$ cat src/rtl/div_seq_ctrl.sv
// Sequential 32-bit DIV/DIVU: radix-2 restoring divider with stall and sign fix-up.
// Latency 33 cycles issue-to-valid; stall is held from the issue cycle until the result cycle.
// No backpressure on the result; cancel aborts without a valid pulse, reset clears everything.
module div_seq_ctrl (
    input  logic        clk,
    input  logic        resetn,
    input  logic        div_start_i,
    input  logic        div_signed_i,
    input  logic [31:0] opa_i,
    input  logic [31:0] opb_i,
    input  logic        cancel_i,
    output logic        div_stall_o,
    output logic        div_valid_o,
    output logic [31:0] hi_o,
    output logic [31:0] lo_o
);

    typedef enum logic [1:0] {IDLE, BUSY, DONE} state_t;

    state_t      state_q;
    logic [4:0]  cnt_q;
    logic [63:0] rq_q;       // {partial remainder, quotient/dividend}
    logic [31:0] dvs_q;
    logic        qneg_q;
    logic        rneg_q;
    logic        valid_q;
    logic [31:0] hi_q;
    logic [31:0] lo_q;

    logic        ge;
    logic [31:0] diff;
    logic [63:0] rq_d;
    logic [31:0] a_mag;
    logic [31:0] b_mag;
    logic [31:0] lo_d;
    logic [31:0] hi_d;

    // 33-bit trial: the bit shifted out of rq_q[63] makes the remainder exceed any divisor.
    always_comb begin
        ge   = rq_q[63] | (rq_q[62:31] >= dvs_q);
        diff = rq_q[62:31] - dvs_q;
        rq_d = ge ? {diff, rq_q[30:0], 1'b1} : {rq_q[62:0], 1'b0};
    end

    always_comb begin
        a_mag = (div_signed_i && opa_i[31]) ? -opa_i : opa_i;
        b_mag = (div_signed_i && opb_i[31]) ? -opb_i : opb_i;
        lo_d  = (dvs_q == 32'd0) ? 32'hFFFF_FFFF : (qneg_q ? -rq_d[31:0] : rq_d[31:0]);
        hi_d  = rneg_q ? -rq_d[63:32] : rq_d[63:32];
    end

    always_ff @(posedge clk or negedge resetn) begin
        if (!resetn) begin
            state_q <= IDLE;
            cnt_q   <= 5'd0;
            rq_q    <= 64'd0;
            dvs_q   <= 32'd0;
            qneg_q  <= 1'b0;
            rneg_q  <= 1'b0;
            valid_q <= 1'b0;
            hi_q    <= 32'd0;
            lo_q    <= 32'd0;
        end else begin
            valid_q <= 1'b0;
            if (cancel_i) begin
                state_q <= IDLE;
            end else begin
                case (state_q)
                    IDLE: begin
                        if (div_start_i) begin
                            rq_q    <= {32'd0, a_mag};
                            dvs_q   <= b_mag;
                            qneg_q  <= div_signed_i & (opa_i[31] ^ opb_i[31]);
                            rneg_q  <= div_signed_i & opa_i[31];
                            cnt_q   <= 5'd0;
                            state_q <= BUSY;
                        end
                    end
                    BUSY: begin
                        rq_q <= rq_d;
                        if (cnt_q == 5'd31) begin
                            state_q <= DONE;
                            valid_q <= 1'b1;
                            hi_q    <= hi_d;
                            lo_q    <= lo_d;
                        end else begin
                            cnt_q <= cnt_q + 5'd1;
                        end
                    end
                    // The issuing instruction is still present here, so start is ignored.
                    DONE:    state_q <= IDLE;
                    default: state_q <= IDLE;
                endcase
            end
        end
    end

    assign div_stall_o = ((state_q == IDLE) && div_start_i && !cancel_i) || (state_q == BUSY);
    assign div_valid_o = valid_q;
    assign hi_o        = hi_q;
    assign lo_o        = lo_q;

endmodule
$ cat config.mk
export PLATFORM = sky130hd
export DESIGN_NAME = div_seq_ctrl
export DESIGN_NICKNAME = d
export VERILOG_FILES = /design/src/rtl/div_seq_ctrl.sv
export SDC_FILE = /design/constraint.sdc
export NUM_CORES = 1
export LEC_CHECK = 0
export ABC_AREA = 1
export CORE_ASPECT_RATIO = 0.9
export CORE_MARGIN = 2
export CORE_UTILIZATION = 45
export DETAILED_ROUTE_END_ITERATION = 8
export PLACE_DENSITY_LB_ADDON = 0.3
export REMOVE_ABC_BUFFERS = 1
export SYNTH_ARGS = -nofsm -noshare
export SYNTH_HDL_FRONTEND = slang
export SYNTH_SLANG_ARGS = --single-unit
$ cat constraint.sdc
create_clock -name clk -period 3.5 [get_ports clk]
set_clock_uncertainty 0.05 [all_clocks]
set_input_delay 0.7 -clock clk [delete_from_list [all_inputs] [get_ports clk]]
set_output_delay 0.7 -clock clk [all_outputs]
set_load 0.02 [all_outputs]
## After elaboration in Yosys (flattened, before gate mapping)

Cells that the tools add are included.
W data, S select, Z words.

- Flip-flop bits (word level): 170
- Output and inout bits: 66
- Word-level logic and storage cells: 59

- $lt $le $gt $ge: 1
- Add/subtract/negate cells: 6
- Reductions and logical operators: 14
- Bitwise gates (word level): 5
- Muxes and demuxes: 18
- Equal/unequal tests: 6

Operator list:

| cell | count |
|---|---|
| $mux W32 | 5 |
| $mux W64 | 2 |
| $neg A32 Y32 | 4 |
| $pmux W64 S2 | 1 |
| $ge A32 B32 Y1 | 1 |
| $logic_not A32 Y1 | 1 |
| $sub A32 B32 Y32 | 1 |
| $mux W5 | 2 |
| $pmux W5 S2 | 1 |
| $reduce_and A3 Y1 | 3 |
| $mux W2 | 3 |
| $ne A3 B3 Y1 const B | 2 |
| $add A5 B1 Y5 const B | 1 |
| $eq A5 B5 Y1 const B | 1 |
| $logic_and A1 B1 Y1 | 4 |
| $ne A2 B2 Y1 const B | 2 |
| $pmux W2 S2 | 1 |
| $reduce_and A4 Y1 | 1 |
| $mux W1 | 3 |
| $and A1 B1 Y1 | 2 |
| $eq A2 B1 Y1 const B | 1 |
| $logic_not A2 Y1 | 1 |
| $reduce_and A2 Y1 | 1 |
| $reduce_bool A2 Y1 | 1 |
| 5 further kinds | 5 |

## Longest topological paths before layout

Gate-level depths: netlist (run 1).

- Depth after elaboration: 6
- Depth in mapped cells: 29
- Depth with buffers taken out: 27

## Worst setup path after synthesis (run 1)

Ideal clock, no wire load.

- Path kind: register to register
- Start point: register rq_q[41]
- End point: register lo_q[30] (netlist: lo_o[30])
- Slack: -192 ps
- Buffers on the path: 2
- Setup time: 133 ps
- Arrival: 3510 ps
- Required time: 3317 ps
- Stages on the path, launching flop included: 26
- Cells stage by stage: dfrtp_1 -> ha_1 -> nand2_2 -> inv_2 -> nand2_1 -> nand2_2 -> a21oi_4 -> nand3_2 -> nand2_4 -> nand2_8 -> buf_6 -> inv_2 -> buf_6 -> ha_1 -> inv_1 -> nor3_1 -> nand3_1 -> nor3_1 -> nand3_1 -> nor3_1 -> nand2_1 -> nand2_1 -> nand3_1 -> nor2_1 -> xor2_1 -> a21oi_1

- Cells in the longest elaborated chain, start to end: 6

RTL lines:

| what | line | text |
|---|---|---|
| start: declaration | 22 | `logic [63:0] rq_q;` |
| start signal: assignment | 71 | `rq_q <= {32'd0, a_mag};` |
| start signal: assignment | 80 | `rq_q <= rq_d;` |
| $ge A32 B32 Y1 | 40 | `ge = rq_q[63] \| (rq_q[62:31] >= dvs_q);` |
| $or A1 B1 Y1 | 40 |  |
| $mux W64 | 42 | `rq_d = ge ? {diff, rq_q[30:0], 1'b1} : {rq_q[62:0], 1'b0};` |
| $neg A32 Y32 | 48 | `lo_d = (dvs_q == 32'd0) ? 32'hFFFF_FFFF : (qneg_q ? -rq_d[31:0] : rq_d[31:0]);` |
| $mux W32 (2 in a row) | 48 |  |
| end signal: assignment | 85 | `lo_q <= lo_d;` |
| end: declaration | 28 | `logic [31:0] lo_q;` |

Every way passes these cells.
A chain may end at the register's enable or synchronous reset.

## Worst setup path after layout (run 1)

- Start point: register rq_q[44]
- End point: register lo_q[6] (netlist: lo_o[6])

Same word-level chain as after synthesis.

==> results of run 1 <==
[cell usage after synthesis, types with 25 or more instances]
library cell | instances | share of area, %
a21oi_1 | 80 | 3.1
clkbuf_1 | 45 | 1.3
dfrtp_1 | 170 | 33
xor2_1 | 67 | 4.5
nor3_1 | 35 | 1.3
nor2_1 | 175 | 5.0
o22ai_1 | 25 | 1.2
nand2_1 | 580 | 17
inv_1 | 279 | 8.0
o21ai_0 | 145 | 5.6
ha_1 | 38 | 3.7
nand3_1 | 144 | 5.5
[cell families after synthesis]
logic type	Yosys count	synth area share, %
and+or+nand+nor	1024	33.6
buffers and inverters	356	10.8
AOI/OAI and AO/OA	307	13.1
DFF	170	32.7
xor gates and xnor gates	89	5.99
adders and majority gates	39	3.81
[through the flow]
stage	hold slack [ns]	utilization (%)	worst slack, ns
final	0.240	59.7	0.0354
after global routing	0.280	59.7	-0.172
after CTS	0.280	58.9	0.000824
after detailed placement	0.416	55.4	-0.263
after global placement	0.414	55.4	-0.167
after floorplan	0.354	-	-1.39
[sequential cells by signal, indices dropped and copies added (netlist names)]
name / flops
div_valid_o: 1
lo_o: 32
dvs_q: 32
state_q: 2
qneg_q: 1
rq_q: 64
cnt_q: 5
hi_o: 32
rneg_q: 1
[area by class of cell]
class | instances | share of cell area, %
clock inverter | 13 | 0.832
timing repair buffer | 345 | 17.3
multi-input combinational | 1459 | 45.4
clock buffer | 19 | 2.64
tap | 366 | 2.67
inverter | 290 | 6.36
sequential | 170 | 24.8
[repair_timing]
item | CTS | global route
cloned | 0 | 0
hold buffers | 0 | 0
buffers inserted | 20 | 6
endpoints found under the setup margin | 18 | 34
resized for setup | 53 | 38
pin swaps | 23 | 17
[layout by cell type (no fill, tap or decap), types with 10 or more instances in the layout]
master	instances
nand2_1	564
inv_1	267
buf_4	205
dfrtp_1	170
nor2_1	166
o21ai_0	143
nand3_1	140
clkdlybuf4s50_1	133
a21oi_1	78
xor2_1	67
nor3_1	32
o22ai_1	25
nand4_1	23
nand2_2	22
xnor2_1	22
ha_1	22
inv_2	21
clkbuf_16	17
ha_4	16
nor2_2	14
o21ai_1	14
o211ai_1	14
nand2_4	11
nor2_4	11
nor4_1	10
[worst max-delay path by stage]
| stage | to | from | cells after the start |
|---|---|---|---|
| 6_report | lo_o[6] | rq_q[44] | 26 |
| 5_1_grt | lo_o[28] | rq_q[31] | 27 |
| 4_1_cts | hi_o[30] | dvs_q[0] | 24 |
| 3_5_place_dp | lo_o[30] | rq_q[31] | 27 |
| 3_3_place_gp | lo_o[30] | rq_q[31] | 27 |
| 2_1_floorplan | lo_o[20] | state_q[1] | 10 |
[routing by layer]
layer	global-route usage (%)	up-vias
li1	-	6955
met1	39.4	6571
met2	46.0	507
met3	4.04	83
met4	10.7	0
met5	0	-
[critical path: cells and delay by family (launching register included)]
family | cells | cell delay [ns]
AND/OR/NAND/NOR | 11 | 0.96
AO/OA/AOI/OAI | 2 | 0.30
flip-flops | 1 | 0.38
buffers and inverters | 11 | 1.20
adder cells (fa/ha/maj) | 2 | 0.46
[power groups by stage]
stage / combinational [mW] / sequential (mW) / clock, mW
5_1_grt: 12.1 / 2.87 / 2.07
2_1_floorplan: 6.36 / 2.77 / 0
3_3_place_gp: 9.84 / 2.78 / 0
6_report: 10.9 / 2.83 / 1.97
3_5_place_dp: 9.97 / 2.80 / 0
4_1_cts: 10.4 / 2.80 / 2.00
==> metrics, run 1 <==
run status finished, final reports clean; Clk Latency, worst-skew pair 0.44 ns; Synth Register Bits 170; Critical R2R Launch rq_q[44]; Post-Syn Instances 1985; filler cell count 2688; sequential area share after synthesis 32.7%; top achievable clock speed 0.289 GHz; Worst-path clk slew 0.07 ns; Clock Path Buffers 2; Reg-to-Reg End lo_o[6]; register share of total power 18.1%; FF-to-FF setup slack 0.04 ns; Psw 7.95 mW; final setup violating endpoints 0; fin nets 2391; DRC errors left 0; Initial Util 45.3%; Port Buffers 134; design area 0.0171 sq mm; Clock power frac 12.6%; Die Span Y 165 um; 1st-iter DRT viols 1350; RSZ-0062 raised after global routing yes; CP most frequent cell buf_4; met2 WL post-DR 19500 um; top sig layer met4; critical-path maximum fanout 3; ys flop type dfrtp_1; Post-DP HPWL 32900 um; WP data required 3.82 ns; DR WL/cell 16.1 um; vias in the first global route 13300; ys async rst share 100%; routed wire length 42900 um; Synth Cell Area 0.0130 sq mm; met1 WL 19400 um; placed cell area 0.0159 sq mm; setup_tns 0 ns; Sw Share 50.8%; routability cong. 0.973; largest net degree at the start of global routing 76; via count 14100; root buf cell clkbuf_16; die area 0.0303 sq mm; leakage power 8.72 nW; H-tree depth 4; share of cells above drive strength 1 16.0%; Crit Path Category reg -> reg; critical path's largest stage delay 0.38 ns; Critical Path Start Type flop; Area Growth Syn to Fin 31.7%; Pwr Density 913 mW/mm^2; Crit. End Element flop; gr usage total 28.6%; initial antenna violation count 0; Core Rows 59; Max rail drop VDD 0.618 mV; io pins 135; fin cells 2662; Worst-Margin Slew 0.832 ns; Worst Hold Class in -> async; EDFF count, synth 0; antenna-violating nets left 0; Fin. Hold Viols 0; total gr overflow 0; TritonCTS Buffers 17; min Tclk post-route 3.46 ns; DR WL met3 2660 um; CTS Sinks 170; Ant. Diodes 0; via-per-instance ratio 5.30; Pwr Total 15.7 mW; chip width 183 um; final period utilization 99.0%; CTS tree yes; Slew headroom 44.5%; Core Region 0.0287 sq mm; slowest CP cell dfrtp_1; DP Cell Count 2604; Syn Area/Cell 6.56 sq um; combinational power share 69.4%; yosys warns 0; drt first pass iters 7; max cap viols 0; area of the multi-input gates 0.00778 sq mm; unique cell type count in the Yosys netlist 50; Reg area 0.00425 sq mm; FF-to-FF path depth 26; cell internal pwr 7.70 mW; first-pass GRT wire length 67900 um; Max Slew Vio Count 0; CP Data Arrival Time 3.78 ns
Power figures use the tool's default switching activity.
==> run 2, diff against run 1 <==
Settings changed: SLEW_MARGIN set to 5.
Clock period 3.5 ns to 3.56 ns, I/O delays scaled along.
==> metrics, run 2 (synthesis gave the netlist of run 1 again) <==
Critical Path Start Type flop; first-pass GRT wire length 65500 um (-3.6%); Clk Latency, worst-skew pair 0.44 ns (about the same); top sig layer met4; total gr overflow 0 (unchanged); Slew headroom 43.3% (-1.2 points); critical path's largest stage delay 0.39 ns (about the same); antenna-violating nets left 0 (unchanged); root buf cell clkbuf_16; Max Slew Vio Count 0 (unchanged); largest net degree at the start of global routing 61 (-20%); area of the multi-input gates 0.00781 sq mm (+0.39%); share of cells above drive strength 1 14.8% (-1.3 points); CTS Sinks 170 (unchanged); min Tclk post-route 3.55 ns (+0.0895 ns); Initial Util 45.3% (unchanged); Levels on crit path 27 (+3.8%); DP Cell Count 2574 (-1.2%); DR WL/cell 16.0 um (-0.55%); TritonCTS Buffers 17 (unchanged); Core Region 0.0287 sq mm (unchanged); critical-path maximum fanout 3 (unchanged); Die Span Y 165 um (unchanged); leakage power 8.51 nW (-2.3%); Reg area 0.00425 sq mm (unchanged); Area Growth Syn to Fin 29.7%; Port Buffers 134 (unchanged); via count 13800 (-2.0%); filler cell count 2664 (-0.89%); CTS tree yes; Worst-Margin Slew 0.849 ns (+0.0168 ns); fin nets 2352 (-1.6%); chip width 183 um (unchanged); fin cells 2620 (-1.6%); CP most frequent cell nand2_2; vias in the first global route 12700 (-4.2%); drt first pass iters 6 (-1); Crit Path Category reg -> reg; commonest non-fill, non-tap cell in the layout nand2_1; most frequent cells in the layout 561 x nand2_1, 262 x inv_1, 170 x dfrtp_1; Biggest register rq_q; max cap viols 0 (unchanged); die area 0.0303 sq mm (unchanged); Worst-path clk slew 0.07 ns (about the same); gr usage total 27.6% (-1.0 points); Clock Path Buffers 2 (unchanged); io pins 135 (unchanged); 1st-iter DRT viols 1310 (-3.0%); H-tree depth 4 (unchanged); slowest CP cell dfrtp_1; FF-to-FF setup slack 0.006 ns (-0.03 ns); run status finished, final reports clean; crit path from rq_q[31]; CP top delay family simple AND/OR/NAND/NOR gates; DR WL met3 2490 um (-6.5%); FF-to-FF path depth 27 (+3.8%); CP Data Arrival Time 3.79 ns (about the same); Pwr Density 899 mW/mm^2 (-1.5%); met2 WL post-DR 18900 um (-3.0%); Core Rows 59 (unchanged); routed wire length 42000 um (-2.1%); Buf/Inv on CP 5 (-6); top achievable clock speed 0.281 GHz (-2.5%); Crit. End Element flop; RSZ-0062 raised after global routing yes; Critical R2R Launch rq_q[31]; Post-DP HPWL 32400 um (-1.7%); final setup violating endpoints 0 (unchanged); via-per-instance ratio 5.28 (-0.39%); met1 WL 19400 um (+0.44%); Worst Hold Class in -> async; hold-fix buffers at CTS 0 (unchanged); Reg-to-Reg End lo_o[30]; final period utilization 99.8% (+0.84 points); routability cong. 0.955 (-1.9%); Max rail drop VDD 0.617 mV (-0.18%); WP data required 3.80 ns (-0.02 ns); Ant. Diodes 0 (unchanged); number of flip-flops in the largest register 64 (unchanged); initial antenna violation count 0 (unchanged); DRC errors left 0 (unchanged); Fin. Hold Viols 0 (unchanged); setup slack at placement -0.169 ns (+0.0942 ns); post-route setup slack 0.00594 ns (-0.0295 ns)
## run 2: cell count changes in the layout (fill, tap and decap cells not counted), sizes merged
cell      previous run  this run
buf                212       173
bufinv               2         3
clkbuf              19        22
clkinv               8         3
inv                291       290
clkinvlp             2         1
## run 2: worst reg2reg max path: stages (launching register included)
cell	delay (ns)
dfrtp_1	0.39
inv_2	0.08
ha_4	0.14
fa_2	0.21
inv_2	0.05
nand2_2	0.05
nand2_2	0.07
nand3_4	0.08
nand2_4	0.06
nand2_4	0.08
nand3_4	0.09
nand2_4	0.12
nand2_8	0.07
inv_4	0.07
ha_4	0.13
inv_4	0.04
nor3_4	0.19
nand3_2	0.14
nor3_4	0.23
nand3_2	0.14
nor3_2	0.18
buf_4	0.16
nand2_2	0.07
nand2_2	0.10
nand3_2	0.10
nor2_2	0.11
xor2_1	0.15
a21oi_1	0.08
## run 2: cell type report
class	instances	share of cell area, %
inverters	290	6.48
repair buffers	306	15.9
multi-input cells	1459	46.2
clock inverters	7	0.689
clock buffers	22	2.81
flip-flops and latches	170	25.2
well taps	366	2.71
## run 2: report_power, final
group          switching, mW  internal, mW
sequential             0.422          2.36
combinational           6.47          4.00
clock                  0.790          1.15
## run 2: how the worst max path moves through the flow
stage / end / slack, ns
after floorplan: lo_o[20] / -1.33
after global placement: lo_o[30] / -0.06
after detailed placement: lo_o[30] / -0.17
after CTS: hi_o[30] / -0.02
after global routing: lo_o[28] / -0.21
final: lo_o[30] / 0.006
## run 2: through the flow
stage	cell area (sq um)	total power [mW]	util (%)	hold WS [ns]	setup TNS (ns)
final	16900	15.2	58.8	0.175	0
after floorplan	12700	8.98	-	0.366	-61.23
after CTS	16300	14.4	56.8	0.200	-0.0408
after global routing	16900	16.5	58.8	0.213	-1.41
after detailed placement	15700	12.4	54.7	0.417	-0.669
after global placement	15700	12.3	54.7	0.414	-0.0912
## run 2: metal layers
metal | vias to the layer above | track usage [%]
met1 | 6446 | 38.9
met3 | 77 | 4.47
met5 | - | 0
met4 | 0 | 8.84
met2 | 452 | 43.6
li1 | 6864 | -
## run 2: what timing repair did
item	in CTS	in global routing
pin swaps	0	31
gates cloned	0	0
endpoints found under the setup margin	8	37
setup buffers	0	17
gates resized for setup	5	91
==> run 3, diff against run 2 <==
==> constraint.sdc (replaced) <==
create_clock -name clk -period 3.56 [get_ports clk]
set_clock_uncertainty 0.05 [all_clocks]
set_input_delay 0.534 -clock clk [delete_from_list [all_inputs] [get_ports clk]]
set_output_delay 0.534 -clock clk [all_outputs]
set_load 0.02 [all_outputs]
==> metrics, run 3 (synthesis gave the netlist of run 1 again) <==
register share of total power 18.2% (about the same); RSZ-0062 raised after global routing yes; final setup violating endpoints 0 (unchanged); Fin. Hold Viols 0 (unchanged); hold-fix buffers at CTS 0 (unchanged); CTS tree yes; Psw 7.74 mW (+0.76%); CP most frequent cell buf_4; Die Span Y 165 um (unchanged); combinational power share 68.7% (-0.2 points); total gr overflow 0 (unchanged); critical-path maximum fanout 3 (unchanged); Worst-Margin Slew 0.766 ns (-0.0836 ns); fin nets 2372 (+0.85%); Worst-path clk slew 0.07 ns (about the same); chip width 183 um (unchanged); DRC errors left 0 (unchanged); Biggest register rq_q; Critical Path Start Type flop; Ant. Diodes 0 (unchanged); design area 0.0170 sq mm (+0.69%); Slew headroom 48.9% (+5.6 points); Critical R2R Launch dvs_q[6]; min Tclk post-route 3.48 ns (-0.0751 ns); FF-to-FF setup slack 0.08 ns (+0.08 ns); Port Buffers 134 (unchanged); run status finished, final reports clean; Crit Path Category reg -> reg; via-per-instance ratio 5.27 (-0.26%); filler cell count 2780 (+4.4%); Core Region 0.0287 sq mm (unchanged); routed wire length 42700 um (+1.8%); CP Data Arrival Time 3.79 ns (about the same); root buf cell clkbuf_16; Clock Path Buffers 2 (unchanged); gr usage total 28.6% (+0.94 points); most frequent cells in the layout 564 x nand2_1, 266 x inv_1, 188 x buf_4; commonest non-fill, non-tap cell in the layout nand2_1; Crit. End Element flop; Clk Latency, worst-skew pair 0.44 ns (about the same); slowest CP cell dfrtp_1; Max Slew Vio Count 0 (unchanged); fin util 59.2% (+0.41 points); placed cell area 0.0157 sq mm (+0.26%); setup_tns 0 ns (unchanged); first-pass GRT wire length 67900 um (+3.7%); Initial Util 45.3% (unchanged); drt first pass iters 5 (-1); routability cong. 0.960 (+0.62%); Sw Share 50.7% (+0.11 points); number of flip-flops in the largest register 64 (unchanged); antenna-violating nets left 0 (unchanged); Hold Slack 0.0323 ns (-0.143 ns); Pwr Density 898 mW/mm^2 (-0.15%); cell internal pwr 7.53 mW (+0.31%); Clock power frac 13.1% (+0.3 points); CTS Sinks 170 (unchanged); critical path's largest stage delay 0.38 ns (about the same); Post-DP HPWL 32800 um (+1.5%); share of cells above drive strength 1 15.3% (+0.55 points); TritonCTS Buffers 17 (unchanged); Core Rows 59 (unchanged); top achievable clock speed 0.287 GHz (+2.2%); max cap viols 0 (unchanged); largest net degree at the start of global routing 67 (+9.8%); via count 13900 (+0.61%); io pins 135 (unchanged); H-tree depth 4 (unchanged); crit path from dvs_q[6]; DR WL/cell 16.2 um (+0.89%); die area 0.0303 sq mm (unchanged); 1st-iter DRT viols 1312 (+0.15%); final period utilization 97.7% (-2.1 points); Worst Hold Class in -> async; initial antenna violation count 0 (unchanged); vias in the first global route 13300 (+4.7%); leakage power 8.60 nW (+1.1%); Max rail drop VDD 0.506 mV (-18%); Area Growth Syn to Fin 30.6%; WP data required 3.87 ns (+0.07 ns)
[run 3: cell count changes in the layout (fill, tap and decap cells not counted), moves of 2 or more]
cell	previous run	this run
clkinvlp_4	1	4
nand2_1	561	564
buf_4	167	188
clkinv_4	0	3
nand2_4	10	7
clkbuf_1	2	0
inv_2	25	22
inv_1	262	266
[run 3: timing repair]
| item | CTS | global route |
|---|---|---|
| setup endpoints to repair | 22 | 31 |
| gates resized for setup | 34 | 49 |
| setup buffers | 19 | 12 |
| pin swaps | 23 | 19 |
| gates cloned | 0 | 0 |
[run 3: cell type report]
class / count / area [sq um] / share of cell area (%)
Inverter: 290 / 1090 / 6.42
Multi-Input combinational cell: 1459 / 7750 / 45.6
Timing Repair Buffer: 326 / 2830 / 16.6
Clock inverter: 13 / 168 / 0.986
Clock buffer: 19 / 453 / 2.66
Tap cell: 366 / 458 / 2.69
Sequential cell: 170 / 4250 / 25.0
[run 3: worst paths after layout]
kind,to,depth (start not counted)
hold / removal,dvs_q[29],1
min in group clk,hi_o[29],2
setup reg to reg,lo_o[6],28
max in group asynchronous,rq_q[47],2
setup / recovery,lo_o[6],28
hold reg to reg,hi_o[29],2
[run 3: metal layers]
| metal | GRT usage (%) | share of wire, % |
|---|---|---|
| met5 | 0 | 0 |
| met4 | 9.96 | 2.9 |
| met3 | 4.41 | 6.6 |
| met1 | 39.1 | 45 |
| met2 | 46.1 | 46 |
[run 3: critical path: cells and delay by family (launching register included)]
kind	cells	cell delay, ns
adder cells (fa/ha/maj)	2	0.35
buffers and inverters	13	1.48
AO/OA/AOI/OAI	1	0.15
flip-flops	1	0.38
AND/OR/NAND/NOR	12	0.99
[run 3: metrics by stage]
step / std cells / setup slack, ns / total power [mW]
3_3_place_gp: 2581 / -0.107 / 12.3
3_5_place_dp: 2581 / -0.303 / 12.4
4_1_cts: 2631 / -0.00820 / 14.8
5_1_grt: 2643 / -0.0704 / 16.6
6_report: 2643 / 0.0811 / 15.3
2_1_floorplan: 1919 / -1.33 / 8.98
[run 3: power by group through the flow]
stage	clock network, mW	logic, mW	registers, mW
2_1_floorplan	0	6.26	2.73
3_3_place_gp	0	9.52	2.73
3_5_place_dp	0	9.64	2.75
4_1_cts	2.03	9.99	2.73
5_1_grt	2.11	11.7	2.82
6_report	2.00	10.5	2.78
